`src/rtl/idx_pkg.sv`:
```
// -----------------------------------------------------------------------------
// idx_pkg
// Shared definitions for the index bound checker.
//   IDX_DATA_W  : default index / limit width
//   IDX_CNT_W   : default out-of-range counter width
//   idx_stage_t : one pipeline stage record (valid, x, limit, oor)
// Optional feature macro used by idx_bound_check: IDX_BOUND_SATURATE_EN.
// -----------------------------------------------------------------------------
package idx_pkg;

    localparam int IDX_DATA_W = 32;
    localparam int IDX_CNT_W  = 16;

    typedef struct packed {
        logic                  valid;
        logic [IDX_DATA_W-1:0] x;
        logic [IDX_DATA_W-1:0] limit;
        logic                  oor;
    } idx_stage_t;

endpackage

```
`src/rtl/idx_bound_check_if.sv`:
```
// -----------------------------------------------------------------------------
// idx_bound_check_if
// Handshake bundle of the index bound checker.
//   ivalid/iready/x/limit          : input beat (upstream -> block)
//   ovalid/oready/y/oor/oor_count  : output beat (block -> downstream)
// Modports:
//   master : the surroundings (drive inputs and oready, observe outputs)
//   slave  : the idx_bound_check block itself
// -----------------------------------------------------------------------------
interface idx_bound_check_if
    import idx_pkg::*;
#(
    parameter int DATA_W = IDX_DATA_W,
    parameter int CNT_W  = IDX_CNT_W
) ();

    logic              ivalid;
    logic              iready;
    logic [DATA_W-1:0] x;
    logic [DATA_W-1:0] limit;
    logic              ovalid;
    logic              oready;
    logic [DATA_W-1:0] y;
    logic              oor;
    logic [CNT_W-1:0]  oor_count;

    modport master (
        output ivalid, x, limit, oready,
        input  iready, ovalid, y, oor, oor_count
    );

    modport slave (
        input  ivalid, x, limit, oready,
        output iready, ovalid, y, oor, oor_count
    );

endinterface

```
`src/rtl/idx_pipe_reg.sv`:
```
// -----------------------------------------------------------------------------
// idx_pipe_reg
// One pipeline stage holding an idx_stage_t record.
//   clock : rising-edge clock
//   reset : synchronous active-high, clears the valid bit only
//   en    : load enable; when high the stage takes d.valid
//   d     : incoming record
//   q     : stored record
// The payload is only overwritten by a valid record, so a bubble clears the
// valid bit but leaves the last payload in place.
// -----------------------------------------------------------------------------
module idx_pipe_reg
    import idx_pkg::*;
(
    input  logic       clock,
    input  logic       reset,
    input  logic       en,
    input  idx_stage_t d,
    output idx_stage_t q
);

    logic                  valid_d, valid_q;
    logic [IDX_DATA_W-1:0] x_d, x_q;
    logic [IDX_DATA_W-1:0] limit_d, limit_q;
    logic                  oor_d, oor_q;

    always_comb begin
        valid_d = valid_q;
        x_d     = x_q;
        limit_d = limit_q;
        oor_d   = oor_q;
        if (en) begin
            valid_d = d.valid;
            if (d.valid) begin
                x_d     = d.x;
                limit_d = d.limit;
                oor_d   = d.oor;
            end
        end
    end

    always_ff @(posedge clock) begin
        if (reset) begin
            valid_q <= 1'b0;
        end else begin
            valid_q <= valid_d;
        end
        x_q     <= x_d;
        limit_q <= limit_d;
        oor_q   <= oor_d;
    end

    assign q = '{valid: valid_q, x: x_q, limit: limit_q, oor: oor_q};

endmodule

```
`src/rtl/idx_bound_check.sv`:
```
// -----------------------------------------------------------------------------
// idx_bound_check
// Two-stage bounds check on a doubled index coming from the index shifter.
// Stage 1 registers x/limit together with the unsigned compare x >= limit,
// stage 2 holds the beat for output and selects y.
// Ports:
//   clock : rising-edge clock
//   reset : synchronous active-high; drops in-flight beats, clears oor_count
//   bus   : idx_bound_check_if.slave
//             ivalid/iready/x/limit in, ovalid/oready/y/oor/oor_count out
// Configuration macro:
//   IDX_BOUND_SATURATE_EN defined   : out-of-range beats give y = limit-1
//                                     (y = 0 when limit = 0)
//   IDX_BOUND_SATURATE_EN undefined : out-of-range beats pass y = x, only oor
//                                     marks them
// oor_count counts delivered out-of-range beats and sticks at all-ones.
// -----------------------------------------------------------------------------
module idx_bound_check
    import idx_pkg::*;
#(
    parameter int DATA_W = IDX_DATA_W,
    parameter int CNT_W  = IDX_CNT_W
) (
    input logic              clock,
    input logic              reset,
    idx_bound_check_if.slave bus
);

    // The stage record in idx_pkg is sized by IDX_DATA_W.
    generate
        if (DATA_W != IDX_DATA_W) begin : g_width_check
            $error("idx_bound_check: DATA_W must equal idx_pkg::IDX_DATA_W");
        end
    endgenerate

    idx_stage_t       stage_p0;
    idx_stage_t       stage_p1;
    idx_stage_t       stage_p2;
    logic             advance;
    logic             iready;
    logic             xfer;
    logic [DATA_W-1:0] y;
    logic             oor;
    logic [CNT_W-1:0] oor_count_d, oor_count_q;

`ifdef IDX_BOUND_SATURATE_EN
    function automatic logic [DATA_W-1:0] sat_idx(input logic [DATA_W-1:0] lim);
        sat_idx = (lim == '0) ? '0 : lim - DATA_W'(1);
    endfunction
`endif

    // Stage 2 moves whenever its beat leaves or it is empty; stage 1 accepts
    // whenever it can hand its own beat on or is empty.
    always_comb begin
        advance = bus.oready | ~stage_p2.valid;
        iready  = advance | ~stage_p1.valid;
    end

    // ---- input -> stage 1: compare ----
    always_comb begin
        stage_p0 = '{valid: bus.ivalid, x: bus.x, limit: bus.limit,
                     oor: (bus.x >= bus.limit)};
    end

    idx_pipe_reg u_stage_p1 (
        .clock (clock),
        .reset (reset),
        .en    (iready),
        .d     (stage_p0),
        .q     (stage_p1)
    );

    // ---- stage 1 -> stage 2: hold for output ----
    idx_pipe_reg u_stage_p2 (
        .clock (clock),
        .reset (reset),
        .en    (advance),
        .d     (stage_p1),
        .q     (stage_p2)
    );

    // ---- stage 2 -> output: select ----
    always_comb begin
        y   = '0;
        oor = 1'b0;
        if (stage_p2.valid) begin
            oor = stage_p2.oor;
            y   = stage_p2.x;
`ifdef IDX_BOUND_SATURATE_EN
            if (stage_p2.oor) begin
                y = sat_idx(stage_p2.limit);
            end
`endif
        end
    end

`ifndef IDX_BOUND_SATURATE_EN
    // limit is only needed for the saturating select.
    logic unused_limit_p2;
    assign unused_limit_p2 = ^stage_p2.limit;
`endif

    assign xfer = stage_p2.valid & bus.oready;

    always_comb begin
        oor_count_d = oor_count_q;
        if (xfer && stage_p2.oor && (oor_count_q != '1)) begin
            oor_count_d = oor_count_q + CNT_W'(1);
        end
    end

    always_ff @(posedge clock) begin
        if (reset) begin
            oor_count_q <= '0;
        end else begin
            oor_count_q <= oor_count_d;
        end
    end

    assign bus.iready    = iready;
    assign bus.ovalid    = stage_p2.valid;
    assign bus.y         = y;
    assign bus.oor       = oor;
    assign bus.oor_count = oor_count_q;

endmodule

```
`src/flat_wrapper.sv`:
```
// flat-port wrapper written by rule: the top's interface ports become plain ports
module idx_bound_check_flat import idx_pkg::*;
#(
    parameter int DATA_W = IDX_DATA_W,
    parameter int CNT_W  = IDX_CNT_W
)
  (clock, reset, bus_ivalid, bus_x, bus_limit, bus_oready, bus_iready, bus_ovalid, bus_y, bus_oor, bus_oor_count);
  idx_bound_check_if #(.DATA_W(DATA_W), .CNT_W(CNT_W)) bus_i ();
  input logic clock;
  input logic reset;
  input wire logic [$bits(bus_i.ivalid)-1:0] bus_ivalid;
  input wire logic [$bits(bus_i.x)-1:0] bus_x;
  input wire logic [$bits(bus_i.limit)-1:0] bus_limit;
  input wire logic [$bits(bus_i.oready)-1:0] bus_oready;
  output wire logic [$bits(bus_i.iready)-1:0] bus_iready;
  output wire logic [$bits(bus_i.ovalid)-1:0] bus_ovalid;
  output wire logic [$bits(bus_i.y)-1:0] bus_y;
  output wire logic [$bits(bus_i.oor)-1:0] bus_oor;
  output wire logic [$bits(bus_i.oor_count)-1:0] bus_oor_count;
  assign bus_i.ivalid = bus_ivalid;
  assign bus_i.x = bus_x;
  assign bus_i.limit = bus_limit;
  assign bus_i.oready = bus_oready;
  assign bus_iready = bus_i.iready;
  assign bus_ovalid = bus_i.ovalid;
  assign bus_y = bus_i.y;
  assign bus_oor = bus_i.oor;
  assign bus_oor_count = bus_i.oor_count;
  idx_bound_check #(.DATA_W(DATA_W), .CNT_W(CNT_W)) u_core (.clock(clock), .reset(reset), .bus(bus_i));
endmodule
```
`config.mk`:
```
export PLATFORM = sky130hd
export DESIGN_NAME = idx_bound_check_flat
export DESIGN_NICKNAME = d
export VERILOG_FILES = /design/src/rtl/idx_pkg.sv /design/src/rtl/idx_bound_check_if.sv /design/src/rtl/idx_pipe_reg.sv /design/src/rtl/idx_bound_check.sv /design/src/flat_wrapper.sv
export SDC_FILE = /design/constraint.sdc
export NUM_CORES = 1
export LEC_CHECK = 0
export BUFFER_PORTS_ARGS = -buffer_cell sky130_fd_sc_hd__buf_2
export CAP_MARGIN = 20
export CORE_ASPECT_RATIO = 0.75
export CORE_MARGIN = 10
export CORE_UTILIZATION = 55
export DETAILED_ROUTE_END_ITERATION = 6
export HOLD_SLACK_MARGIN = 0.1
export PLACE_DENSITY = 0.9
export SYNTH_ARGS = -nofsm -noshare
export SYNTH_HDL_FRONTEND = slang
export SYNTH_SLANG_ARGS = --single-unit
```
`constraint.sdc`:
```
create_clock -name clock -period 7.8 [get_ports clock]
set_input_delay 1.95 -clock clock [delete_from_list [all_inputs] [get_ports clock]]
set_output_delay 1.95 -clock clock [all_outputs]
set_load 0.02 [all_outputs]
```
Yosys cells after proc, flatten, opt, wreduce, memory -nomap -nowiden
Index checks and enable logic that the tools add are counted.
{ "totals": {"ff_bits": 84, "input_bits": 68, "output_inout_bits": 51, "wordCells": 21} }
{ "classes": {"add_sub_neg": 1, "magnitude_cmp": 1, "eq_ne": 1, "muxes": 2, "bitwise": 5, "n_reduce_logical": 4} }
{ "ops": {"columns": ["operator", "n"], "rows": [
  ["$ge A32 B32 Y1", 1],
  ["$mux W32", 1],
  ["$add A16 B1 Y16 const B", 1],
  ["$ne A16 B16 Y1 const B", 1],
  ["$reduce_and A2 Y1", 2],
  ["$logic_and A1 B1 Y1", 2],
  ["$not A1 Y1", 2],
  ["$or A1 B1 Y1", 2],
  ["$and A1 B1 Y1", 1],
  ["$mux W1", 1]
]} }

Logic depth before layout (Yosys ltp)
Gate-level depths: netlist of the first run.
{ "depth": {"ltp_word": 4, "ltp_mapped": 7, "mapped_depth_nobuf": 7} }

Hierarchy
From an unflattened synthesis of the first run, not the netlist that was laid out.
{ "unflattened": {"cells_unflattened": 381, "hier_area_um2": 5815.6} }
{ "by_module_without_submodules": {"columns": ["mod", "instances", "cells_per_inst", "area_per_inst_um2", "seq_area_each_um2"], "rows": [
  ["idx_pipe_reg", 2, 71, 2008.2, 1971.9],
  ["idx_bound_check", 1, 239, 1799.2, 320.3]
]} }

Worst setup path before layout of the first run
OpenSTA, ideal clock, no wires.
{ "synth_path": {"path_kind": "input to output", "start": "in bus_oready", "end": "out bus_iready", "arrival_ps": 2320, "t_required_ps": 5850, "path_slack_ps": 3530, "path_stages": 2, "path_buffers": 0, "cell_sequence": "nor2b_1 > nand2_1"} }
{ "synth_via": {"elab_chain_len": 2} }
{ "synth_lines": {"columns": ["item", "line", "text"], "rows": [
  ["start: declaration", "flat_wrapper.sv:14", "input wire logic [$bits(bus_i.oready)-1:0] bus_oready;"],
  ["$or A1 B1 Y1", "idx_bound_check.sv:55", "advance = bus.oready | ~stage_p2.valid;"],
  ["$or A1 B1 Y1", "idx_bound_check.sv:56", "iready = advance | ~stage_p1.valid;"],
  ["end: declaration", "flat_wrapper.sv:15", "output wire logic [$bits(bus_i.iready)-1:0] bus_iready;"]
]} }
No other way between the ends.

Worst setup path after layout of the first run
Same ends and word-level chain as after synthesis.

==> results of run 1 <==
per-layer routing:
metal / up-vias / part of all wire (%) / global-route usage (%) / wire (um)
met2: 91 / 51 / 29.0 / 4400
met3: 11 / 8.5 / 6.96 / 735
met4: 0 / 0.95 / 4.31 / 82
met5: - / 0 / 0 / 0
li1: 1369 / - / - / -
met1: 1311 / 40 / 17.1 / 3420
registers in the layout, indices dropped and copies added, names as in the netlist:
signal	cells
u_core.bus.oor_count	16
u_core.u_stage_p1.x_q	32
u_core.u_stage_p2.valid_q	1
u_core.u_stage_p2.x_q	32
u_core.u_stage_p1.valid_q	1
u_core.u_stage_p1.oor_q	1
u_core.u_stage_p2.oor_q	1
worst max-delay path: stages:
cell and delay, ps:
sky130_fd_sc_hd__buf_2 110, sky130_fd_sc_hd__nor2b_1 320, sky130_fd_sc_hd__nand2_1 120, sky130_fd_sc_hd__buf_2 170
worst max path at each step:
stage	end	slack [ps]	cells past startpoint	start
floorplan	bus_iready	3530	2	bus_oready
global placement	bus_iready	3230	4	bus_oready
detailed placement	bus_iready	3160	4	bus_oready
CTS	bus_iready	3160	4	bus_oready
global route	bus_iready	3080	4	bus_oready
finish	bus_iready	3170	4	bus_oready
layout make-up:
type / instances / area (um2)
sequential: 84 / 2340
fill: 502 / 2050
multi-input combinational: 185 / 1360
timing repair buffer: 118 / 591
inverter: 36 / 135
clock buffer: 9 / 124
tap: 84 / 105
clock inverter: 7 / 98.8
logic make-up (layout without fill, tap and decap cells):
kind of cell | Yosys count | count (layout) | synth area share [%]
compound gates | 45 | 45 | 7.49
xor+xnor | 6 | 6 | 1.36
fa+ha+maj | 33 | 33 | 10.7
buf+inv | 43 | 170 | 4.38
flops | 84 | 84 | 60.7
mux | 2 | 2 | 0.519
simple gates | 99 | 99 | 14.8
power breakdown:
group	internal (mW)	switching (mW)	leakage [nW]
Clock	0.183	0.157	0.115
Combinational	0.0367	0.0498	1.29
Sequential	0.504	0.00687	0.777
Total	0.724	0.214	2.19
per-stage QoR:
step,area (um2),std cells,hold slack [ps]
floorplan,3860,312,400
global placement,4530,507,401
detailed placement,4530,507,405
CTS,4750,523,419
global route,4750,523,424
finish,4750,523,424
synth_stat cells, types with 2 or more instances:
master,n
sky130_fd_sc_hd__a2111oi_0,2
sky130_fd_sc_hd__a211oi_1,2
sky130_fd_sc_hd__a21o_1,5
sky130_fd_sc_hd__a21oi_1,19
sky130_fd_sc_hd__a31oi_1,3
sky130_fd_sc_hd__and2_1,34
sky130_fd_sc_hd__and3_1,3
sky130_fd_sc_hd__and4_1,2
sky130_fd_sc_hd__clkbuf_1,5
sky130_fd_sc_hd__dfxtp_1,18
sky130_fd_sc_hd__edfxtp_1,66
sky130_fd_sc_hd__ha_1,33
sky130_fd_sc_hd__inv_1,36
sky130_fd_sc_hd__mux2i_1,2
sky130_fd_sc_hd__nand2_1,8
sky130_fd_sc_hd__nand3_1,9
sky130_fd_sc_hd__nand4_1,9
sky130_fd_sc_hd__nor2_1,17
sky130_fd_sc_hd__nor2b_1,3
sky130_fd_sc_hd__nor3_1,7
sky130_fd_sc_hd__o21ai_0,7
sky130_fd_sc_hd__o31ai_1,2
sky130_fd_sc_hd__or4_1,3
sky130_fd_sc_hd__xnor2_1,5
==> metrics.log, run 1 <==
[metrics] Tcrit/Tclk final: just under 60%
[metrics] area of the core: about 7000 um2
[metrics] worst-case reg-to-reg path depth: 5
[metrics] clock input transition at the sequential cells of the worst setup and hold paths: about 80 ps
[metrics] cell taking the most area after synthesis: sky130_fd_sc_hd__edfxtp_1
[metrics] sum of negative setup slack: 0 ps
[metrics] total power divided by cell area: 197 nW/um2
[metrics] starting density of the core: approximately 57%
[metrics] vertical die dimension: approximately 90 um
[metrics] worst endpoint required time: between 5000 and 6000 ps
[metrics] count of hold-fix buffers inserted at cts: 0
[metrics] sequential-to-total area share from yosys stat: between 60% and 70%
[metrics] final number of max-transition violations: 0
[metrics] number of instances in the synthesized netlist: roughly 310
[metrics] Final Total Pwr: around 0.94 mW
[metrics] Total Die Area: between 10000 and 15000 um2
[metrics] share of flip-flops with an asynchronous set or reset after synthesis: 0%
[metrics] insertion delay to the later sink of the worst-skew pair: ~340 ps
[metrics] Critical R2R Launch: u_core.u_stage_p2.valid_q$_SDFFE_PP0P_
[metrics] count of final hold-check violations: 0
[metrics] standard-cell rows: 26
[metrics] number of sinks handled by clock tree synthesis: 84
[metrics] fraction of final layout cells with drive strength greater than 1: 31.7%
[metrics] remaining number of nets flagged by the antenna check after routing: 0
[metrics] worst setup path class: in2out
[metrics] capture endpoint of the worst hold path: u_core.u_stage_p2.x_q[4]$_DFFE_PP_
[metrics] Net count, final: ~540
[metrics] IR drop worst, VDD: 0.000132 V
[metrics] fraction of post-synthesis cell area in the top cell type by area: 51.4%
[metrics] number of violations reported at the end of detailed-routing iteration 0: 131
[metrics] TritonRoute pass-1 iters: 4
[metrics] Final min period: 4630 ps
[metrics] pin count of the biggest net entering global routing: 37
[metrics] synthesized netlist net count: just over 400
[metrics] total of flip-flops plus latches after synthesis: 84
[metrics] die span in x: between 100 and 150 um
[metrics] leakage: 2.19 nW
[metrics] Hold Path Stages: 0
[metrics] routed length per placed instance: roughly 17 um
[metrics] worst relative slew slack: between 30% and 40%
[metrics] Avg Synthesized Cell Area: about 12 um2
[metrics] setup bufs post-CTS: 0
[metrics] post-CTS resize count: 0
[metrics] most common cell after layout, fill and taps aside: sky130_fd_sc_hd__buf_2
[metrics] total routed wirelength: about 8.6 mm
[metrics] total number of H-tree levels: 3
[metrics] worst min-delay path category: reg2reg
[metrics] highest attainable clock frequency: around 220 MHz
[metrics] antenna diode count: 0
[metrics] Netlist Area Pre-Place: 3860 um2
[metrics] utilization of the core after routing: 69.9%
[metrics] sort of element at the start of the critical path: input port
[metrics] input/output buffers: ~120
[metrics] Slew @ Worst Pin: 961 ps
[metrics] total global routing track utilization: 16.2%
[metrics] cells taking the most area after synthesis: sky130_fd_sc_hd__edfxtp_1 51%, sky130_fd_sc_hd__ha_1 11%, sky130_fd_sc_hd__dfxtp_1 9.3%
[metrics] library cells used by synthesis: 36
[metrics] endpoint type of the worst setup path: output pin
[metrics] Post-Place Setup Slack: 3160 ps
[metrics] EDFF count, synth: 66
[metrics] TritonCTS clock tree: yes
[metrics] initial antenna violation count: 0
[metrics] growth of design area from synthesis to finish: 23.2%
[metrics] status: complete, no violations
[metrics] root buf cell: sky130_fd_sc_hd__clkbuf_8
[metrics] number of global-route vias before repair: 3010
[metrics] total of max-cap violations: 0
[metrics] clk_skew: 8.22 ps
[metrics] HPWL reported at the end of detailed placement: 6.84 mm
[metrics] total CTS buffers: 9
[metrics] routability-driven placement congestion ratio: ~0.8
[metrics] commonest cells after routing, fill and taps aside: 118 x sky130_fd_sc_hd__buf_2, 66 x sky130_fd_sc_hd__edfxtp_1, 36 x sky130_fd_sc_hd__inv_1
[metrics] maximum fanout along the worst path: 4
[metrics] DR DRC count: 0
[metrics] commonest register cell after synthesis: sky130_fd_sc_hd__edfxtp_1
[metrics] total I/O pin count: 119
[metrics] hold path startpoint: u_core.u_stage_p1.x_q[4]$_DFFE_PP_
[metrics] YS warnings: 0
[metrics] R2R Path End: u_core.bus.oor_count[14]$_SDFFE_PP0P_
[metrics] vias per inst: about 5.3
[metrics] vias: approximately 2800
[metrics] first-pass GRT wire length: about 14 mm
[metrics] R2R setup slack: between 5000 and 6000 ps
[metrics] Final WS setup: approximately 3200 ps
[metrics] critical path arrival: about 2700 ps
[metrics] unrepaired setup endpoints after global routing: no
[metrics] overall overflow remaining after global route: 0
[metrics] count of endpoints failing setup in the final report: 0
[metrics] maximum clock path buffer count: 2
No activity file was read; power rests on OpenSTA's default activity.
==> inputs of run 2 (changes only) <==
ABC_AREA = 1   (was default)
CORE_UTILIZATION = 47   (was 55)
PLACE_DENSITY = 0.81   (was 0.9)
clock period = 4.1 ns   (was 7.8 ns; I/O delays follow)
==> metrics.log, run 2 <==
[metrics] die span in x: 128 um (was 117 um)
[metrics] HPWL reported at the end of detailed placement: 6.95 mm (was 6.84 mm)
[metrics] total of flip-flops plus latches after synthesis: 84 (unchanged)
[metrics] number of sinks handled by clock tree synthesis: 84 (unchanged)
[metrics] post-synthesis xor/xnor area fraction: 2.11% (was 1.36%)
[metrics] count of final hold-check violations: 0 (unchanged)
[metrics] setup bufs post-CTS: 0 (unchanged)
[metrics] routability-driven placement congestion ratio: 0.829 (was 0.823)
[metrics] R2R setup slack: 2250 ps (was 5210 ps)
[metrics] total routed wirelength: 8.61 mm (was 8.64 mm)
[metrics] Netlist Area Pre-Place: 4140 um2 (was 3860 um2)
[metrics] growth of design area from synthesis to finish: 24.2% (was 23.2%)
[metrics] TritonRoute pass-1 iters: 4 (unchanged)
[metrics] cell taking the most area after synthesis: sky130_fd_sc_hd__edfxtp_1 (unchanged)
[metrics] most common cell after layout, fill and taps aside: sky130_fd_sc_hd__buf_2 (unchanged)
[metrics] pin count of the biggest net entering global routing: 34 (was 37)
[metrics] total global routing track utilization: 13.5% (was 16.2%)
[metrics] highest attainable clock frequency: roughly 380 MHz
[metrics] insertion delay to the later sink of the worst-skew pair: 330 ps (was 340 ps)
[metrics] library cell contributing the largest single delay on the critical path: sky130_fd_sc_hd__buf_2 (was sky130_fd_sc_hd__nor2b_1)
[metrics] simple logic cell fraction of the synthesized area: 16.2% (was 14.8%)
[metrics] R2R Path End: u_core.bus.oor_count[14]$_SDFFE_PP0P_ (unchanged)
[metrics] Worst path depth: 4 (unchanged)
[metrics] overall overflow remaining after global route: 0 (unchanged)
[metrics] synthesized netlist net count: 521 (was 413)
[metrics] leakage: 2.58 nW (was 2.19 nW)
[metrics] initial antenna violation count: 0 (unchanged)
[metrics] critical path arrival: 1610 ps (was 2680 ps)
[metrics] buffer and inverter count on the worst path: 3 (was 2)
[metrics] unrepaired setup endpoints after global routing: no (unchanged)
[metrics] number of violations reported at the end of detailed-routing iteration 0: 93 (was 131)
[metrics] area of the core: 8530 um2 (was 6800 um2)
[metrics] total power divided by cell area: 379 nW/um2 (was 197 nW/um2)
[metrics] library cells used by synthesis: 28 (was 36)
[metrics] worst endpoint required time: 3070 ps (was 5850 ps)
[metrics] worst-case reg-to-reg path depth: 7 (was 5)
[metrics] total of max-cap violations: 0 (unchanged)
[metrics] first-pass GRT wire length: 14.2 mm (was 14.0 mm)
[metrics] root buf cell: sky130_fd_sc_hd__clkbuf_16 (was sky130_fd_sc_hd__clkbuf_8)
[metrics] vias: 3090 (was 2782)
[metrics] worst setup path class: in2out (unchanged)
[metrics] area share of fa/ha/maj cells after synthesis: 9.97% (was 10.7%)
[metrics] most repeated cell in the gate-level netlist after synthesis: sky130_fd_sc_hd__nand2_1 (was sky130_fd_sc_hd__edfxtp_1)
[metrics] Avg Synthesized Cell Area: 9.86 um2 (was 12.4 um2)
[metrics] antenna diode count: 0 (unchanged)
[metrics] status: complete, no violations (unchanged)
[metrics] cell breakdown of the critical path: buf_2, inv_1, nand3_1, buf_2 (was buf_2, nor2b_1, nand2_1, buf_2)
[metrics] Slew @ Worst Pin: 1020 ps (was 961 ps)
[metrics] IR drop worst, VDD: 0.000275 V (was 0.000132 V)
[metrics] DR DRC count: 0 (unchanged)
[metrics] Final Total Pwr: 1.95 mW (was 0.938 mW)
[metrics] clk_skew: 6.03 ps (was 8.22 ps)
[metrics] vias per inst: 4.71 (was 5.32)
[metrics] count of endpoints failing setup in the final report: 0 (unchanged)
[metrics] capturing instance or port of the critical path: bus_iready (unchanged)
[metrics] sort of element at the start of the critical path: input port (unchanged)
[metrics] total number of H-tree levels: 3 (unchanged)
[metrics] starting density of the core: 48.6% (was 56.7%)
[metrics] Critical R2R Launch: u_core.u_stage_p2.valid_q$_SDFFE_PP0P_ (unchanged)
[metrics] clock input transition at the sequential cells of the worst setup and hold paths: 60 ps (was 80 ps)
[metrics] number of instances in the synthesized netlist: 420 (was 312)
[metrics] largest delay contributor family on the critical path: buffers and inverters (was simple AND/OR/NAND/NOR gates)
[metrics] main combinational cell family by area after synthesis: simple AND/OR/NAND/NOR gates (unchanged)
[metrics] maximum fanout along the worst path: 4 (unchanged)
[metrics] TritonCTS clock tree: yes (unchanged)
[metrics] count of hold-fix buffers inserted at cts: 0 (unchanged)
[metrics] routed length per placed instance: 13.1 um (was 16.5 um)
[metrics] post-synthesis mux area share: 0% (was 0.519%)
[metrics] total I/O pin count: 119 (unchanged)
[metrics] commonest register cell after synthesis: sky130_fd_sc_hd__edfxtp_1 (unchanged)
[metrics] fraction of post-synthesis cell area in the top cell type by area: 47.9% (was 51.4%)
[metrics] commonest cells after routing, fill and taps aside: 118 x sky130_fd_sc_hd__buf_2, 109 x sky130_fd_sc_hd__nand2_1, 83 x sky130_fd_sc_hd__inv_1 (was 118 x sky130_fd_sc_hd__buf_2, 66 x sky130_fd_sc_hd__edfxtp_1, 36 x sky130_fd_sc_hd__inv_1)
[metrics] maximum clock path buffer count: 2 (unchanged)
[metrics] Critical path origin: bus_oready (unchanged)
[metrics] share of the synthesized area in compound gates (AO/OA/AOI/OAI): 6.37% (was 7.49%)
[metrics] share of flip-flops with an asynchronous set or reset after synthesis: 0% (unchanged)
[metrics] Hold Path Stages: 0 (unchanged)
[metrics] Net count, final: 644 (was 535)
[metrics] worst relative slew slack: 32.2% (was 35.8%)
[metrics] delay of the slowest cell on the worst path: 190 ps (was 320 ps)
[metrics] vertical die dimension: 101 um (was 92.5 um)
[metrics] remaining number of nets flagged by the antenna check after routing: 0 (unchanged)
[metrics] Most common cell on crit path: sky130_fd_sc_hd__buf_2 (unchanged)
[metrics] worst min-delay path category: reg2reg (unchanged)
[metrics] sum of negative setup slack: 0 ps (unchanged)
[metrics] cells taking the most area after synthesis: sky130_fd_sc_hd__edfxtp_1 48%, sky130_fd_sc_hd__ha_1 10%, sky130_fd_sc_hd__nand2_1 9.9% (was sky130_fd_sc_hd__edfxtp_1 51%, sky130_fd_sc_hd__ha_1 11%, sky130_fd_sc_hd__dfxtp_1 9.3%)
[metrics] total CTS buffers: 9 (unchanged)
[metrics] endpoint type of the worst setup path: output pin (unchanged)
[metrics] EDFF count, synth: 66 (unchanged)
[metrics] final number of max-transition violations: 0 (unchanged)
[metrics] standard-cell rows: 29 (was 26)
[metrics] most used standard cells in the synthesized netlist: 109 x sky130_fd_sc_hd__nand2_1, 83 x sky130_fd_sc_hd__inv_1, 66 x sky130_fd_sc_hd__edfxtp_1, 33 x sky130_fd_sc_hd__ha_1, 25 x sky130_fd_sc_hd__nor2_1 (was 66 x sky130_fd_sc_hd__edfxtp_1, 36 x sky130_fd_sc_hd__inv_1, 34 x sky130_fd_sc_hd__and2_1, 33 x sky130_fd_sc_hd__ha_1, 19 x sky130_fd_sc_hd__a21oi_1)
[metrics] YS warnings: 0 (unchanged)
[metrics] Total Die Area: 13000 um2 (was 10800 um2)
[metrics] sequential-to-total area share from yosys stat: 56.6% (was 60.7%)
[metrics] Tcrit/Tclk final: around 64%
[metrics] Final min period: between 2000 and 3000 ps
[metrics] post-CTS resize count: 0 (unchanged)
[metrics] number of global-route vias before repair: 3143 (was 3010)
[metrics] fraction of final layout cells with drive strength greater than 1: 28.8% (was 31.7%)
[metrics] input/output buffers: 118 (unchanged)
## run 2: per-layer routing
layer  global-route usage, %  vias to the layer above  routed length, um
li1                        -                     1597                  -
met1                    14.3                     1368               3570
met4                    5.87                        0                203
met3                    4.12                       17                573
met5                       0                        -                  0
met2                    24.3                      108               4270
## run 2: worst min path at each step
stage                                   startpoint                                   to  slack [ps]
4_1_cts         u_core.u_stage_p1.x_q[3]$_DFFE_PP_   u_core.u_stage_p2.x_q[3]$_DFFE_PP_         410
2_1_floorplan    u_core.u_stage_p1.oor_q$_DFFE_PP_    u_core.u_stage_p2.oor_q$_DFFE_PP_         400
3_5_place_dp   u_core.u_stage_p1.x_q[16]$_DFFE_PP_  u_core.u_stage_p2.x_q[16]$_DFFE_PP_         400
3_3_place_gp    u_core.u_stage_p1.x_q[4]$_DFFE_PP_   u_core.u_stage_p2.x_q[4]$_DFFE_PP_         400
5_1_grt        u_core.u_stage_p1.x_q[18]$_DFFE_PP_  u_core.u_stage_p2.x_q[18]$_DFFE_PP_         420
6_report       u_core.u_stage_p1.x_q[14]$_DFFE_PP_  u_core.u_stage_p2.x_q[14]$_DFFE_PP_         410
## run 2: kinds of logic after synthesis
family / after synthesis
DFF: 84
xor gates and xnor gates: 10
and+or+nand+nor: 160
AOI/OAI and AO/OA: 41
adders and majority gates: 33
buffers and inverters: 92
## run 2: through the flow
step | std cells | instance area, um2 | util, % | hold WS (ps) | setup WS [ps]
finish | 656 | 5140 | 60.3 | 413 | 1470
global route | 656 | 5140 | 60.3 | 418 | 1410
CTS | 656 | 5140 | 60.3 | 414 | 1460
detailed placement | 640 | 4840 | 56.8 | 405 | 1460
global placement | 640 | 4840 | 56.8 | 401 | 1470
floorplan | 420 | 4140 | - | 400 | 921
## run 2: final cells by class
| class | instances | area, um2 |
|---|---|---|
| tap | 108 | 135 |
| clock inverter | 6 | 71.3 |
| multi-input combinational | 244 | 1450 |
| clock buffer | 10 | 229 |
| timing repair buffer | 120 | 606 |
| fill | 715 | 3380 |
| sequential | 84 | 2340 |
| inverter | 84 | 315 |
## run 2: power by group
group | switching [mW] | internal [mW] | total (mW) | leakage, nW
Combinational | 0.110 | 0.0699 | 0.180 | 1.66
Clock | 0.321 | 0.477 | 0.798 | 0.140
Sequential | 0.0102 | 0.963 | 0.973 | 0.777
==> inputs of run 3 (changes only) <==
CORE_UTILIZATION = 52   (was 47)
PLACE_DENSITY = 0.85   (was 0.81)
clock period = 2.5 ns   (was 4.1 ns; I/O delays follow)
==> metrics.log, run 3 (same netlist as run 2, synthesis figures left out) <==
[metrics] final number of max-transition violations: 0 (unchanged)
[metrics] utilization of the core after routing: 64.9% (was 60.3%)
[metrics] sum of negative setup slack: 0 ps (unchanged)
[metrics] library cell contributing the largest single delay on the critical path: sky130_fd_sc_hd__dfxtp_1 (was sky130_fd_sc_hd__buf_2)
[metrics] routability-driven placement congestion ratio: 0.951 (was 0.829)
[metrics] fillers: 635 (was 715)
[metrics] Slew @ Worst Pin: 425 ps (was 1020 ps)
[metrics] pin count of the biggest net entering global routing: 34 (unchanged)
[metrics] setup bufs post-CTS: 0 (unchanged)
[metrics] Final WS setup: 530 ps (was 1470 ps)
[metrics] vertical die dimension: 97.3 um (was 101 um)
[metrics] fraction of final layout cells with drive strength greater than 1: 28.9% (was 28.8%)
[metrics] standard-cell rows: 28 (was 29)
[metrics] HPWL reported at the end of detailed placement: 7.13 mm (was 6.95 mm)
[metrics] Tcrit/Tclk final: a little under 80%
[metrics] total routed wirelength: 8.99 mm (was 8.61 mm)
[metrics] root buf cell: sky130_fd_sc_hd__clkbuf_8 (was sky130_fd_sc_hd__clkbuf_16)
[metrics] total cell area at the placement stage: 4860 um2 (was 4840 um2)
[metrics] antenna diode count: 0 (unchanged)
[metrics] Final min period: 1970 ps
[metrics] Post-Place Setup Slack: 561 ps (was 1460 ps)
[metrics] cell breakdown of the critical path: buf_4, nand2_2, inv_1, buf_2 (was buf_2, inv_1, nand3_1, buf_2)
[metrics] number of sinks handled by clock tree synthesis: 84 (unchanged)
[metrics] most common cell after layout, fill and taps aside: sky130_fd_sc_hd__buf_2 (unchanged)
[metrics] area of the core: 7810 um2 (was 8530 um2)
[metrics] Total Die Area: 12000 um2 (was 13000 um2)
[metrics] delay of the slowest cell on the worst path: 330 ps (was 190 ps)
[metrics] count of endpoints failing setup in the final report: 0 (unchanged)
[metrics] TritonCTS clock tree: yes (unchanged)
[metrics] sort of element at the start of the critical path: flip-flop (was input port)
[metrics] leakage: 2.55 nW (was 2.58 nW)
[metrics] maximum fanout along the worst path: 24 (was 4)
[metrics] Final Total Pwr: 2.93 mW (was 1.95 mW)
[metrics] area of all placed cells without fillers: 5070 um2 (was 5140 um2)
[metrics] count of final hold-check violations: 0 (unchanged)
[metrics] critical path arrival: 1350 ps (was 1610 ps)
[metrics] unrepaired setup endpoints after global routing: no (unchanged)
[metrics] insertion delay to the later sink of the worst-skew pair: 350 ps (was 330 ps)
[metrics] post-placement cell count: 639 (was 640)
[metrics] total global routing track utilization: 14.9% (was 13.5%)
[metrics] final cell count without fillers: 655 (was 656)
[metrics] remaining number of nets flagged by the antenna check after routing: 0 (unchanged)
[metrics] worst setup path class: reg2out (was in2out)
[metrics] Net count, final: 646 (was 644)
[metrics] Hold Worst Slack: 418 ps (was 413 ps)
[metrics] number of global-route vias before repair: 3150 (was 3143)
[metrics] highest attainable clock frequency: around 510 MHz
[metrics] maximum clock path buffer count: 2 (unchanged)
[metrics] post-CTS resize count: 0 (unchanged)
[metrics] starting density of the core: 53.0% (was 48.6%)
[metrics] vias: 3108 (was 3090)
[metrics] first-pass GRT wire length: 14.4 mm (was 14.2 mm)
[metrics] clock input transition at the sequential cells of the worst setup and hold paths: 80 ps (was 60 ps)
[metrics] total power divided by cell area: 578 nW/um2 (was 379 nW/um2)
[metrics] number of violations reported at the end of detailed-routing iteration 0: 107 (was 93)
[metrics] count of hold-fix buffers inserted at cts: 0 (unchanged)
[metrics] total of max-cap violations: 0 (unchanged)
[metrics] commonest cells after routing, fill and taps aside: 118 x sky130_fd_sc_hd__buf_2, 109 x sky130_fd_sc_hd__nand2_1, 83 x sky130_fd_sc_hd__inv_1 (unchanged)
[metrics] routed length per placed instance: 13.7 um (was 13.1 um)
[metrics] initial antenna violation count: 0 (unchanged)
[metrics] overall overflow remaining after global route: 0 (unchanged)
[metrics] worst min-delay path category: reg2reg (unchanged)
[metrics] input/output buffers: 118 (unchanged)
[metrics] IR drop worst, VDD: 0.000373 V (was 0.000275 V)
[metrics] vias per inst: 4.75 (was 4.71)
[metrics] endpoint type of the worst setup path: output pin (unchanged)
[metrics] status: complete, no violations (unchanged)
[metrics] worst endpoint required time: 1880 ps (was 3070 ps)
[metrics] TritonRoute pass-1 iters: 5 (was 4)
[metrics] total I/O pin count: 119 (unchanged)
[metrics] DR DRC count: 0 (unchanged)
[metrics] growth of design area from synthesis to finish: 22.4% (was 24.2%)
[metrics] worst relative slew slack: 71.7% (was 32.2%)
[metrics] total number of H-tree levels: 3 (unchanged)
[metrics] die span in x: 123 um (was 128 um)
[metrics] clk_skew: 5.95 ps (was 6.03 ps)
[metrics] total CTS buffers: 9 (unchanged)
==> run 3: final timing paths <==
check	start	cells after the start	endpoint	slack, ps
worst max-delay path	u_core.u_stage_p2.valid_q$_SDFFE_PP0P_	4	bus_oor	530
worst min-delay path	u_core.u_stage_p1.x_q[12]$_DFFE_PP_	0	u_core.u_stage_p2.x_q[12]$_DFFE_PP_	420
worst min register to register	u_core.u_stage_p1.x_q[12]$_DFFE_PP_	0	u_core.u_stage_p2.x_q[12]$_DFFE_PP_	420
worst max register to register	u_core.bus.oor_count[0]$_SDFFE_PP0P_	7	u_core.bus.oor_count[13]$_SDFFE_PP0P_	770
==> run 3: per-layer routing <==
layer	wire length, um	up-vias	track usage [%]
met5	0	-	0
met3	605	15	4.99
met4	168	0	6.17
met1	3690	1413	16.2
met2	4530	91	25.9
li1	-	1589	-
==> run 3: worst max-delay path, delay by kind of cell (launching register included) <==
family                 cells  cell delay (ps)
DFF                        1              330
and+or+nand+nor            1              120
buffers and inverters      3              540
==> run 3: layout make-up <==
type | instances | area (um2) | area share, %
well taps | 105 | 131 | 2.59
inverters | 84 | 315 | 6.22
repair buffers | 122 | 621 | 12.2
clock buffers | 10 | 128 | 2.52
flip-flops and latches | 84 | 2340 | 46.2
clock inverters | 6 | 87.6 | 1.73
multi-input cells | 244 | 1450 | 28.5
==> run 3: where the power goes <==
part	internal (mW)	leakage, nW	total (mW)	switching (mW)
registers	1.58	0.777	1.59	0.0155
logic	0.118	1.67	0.302	0.184
clock network	0.563	0.101	1.04	0.476
total	2.26	2.55	2.93	0.676
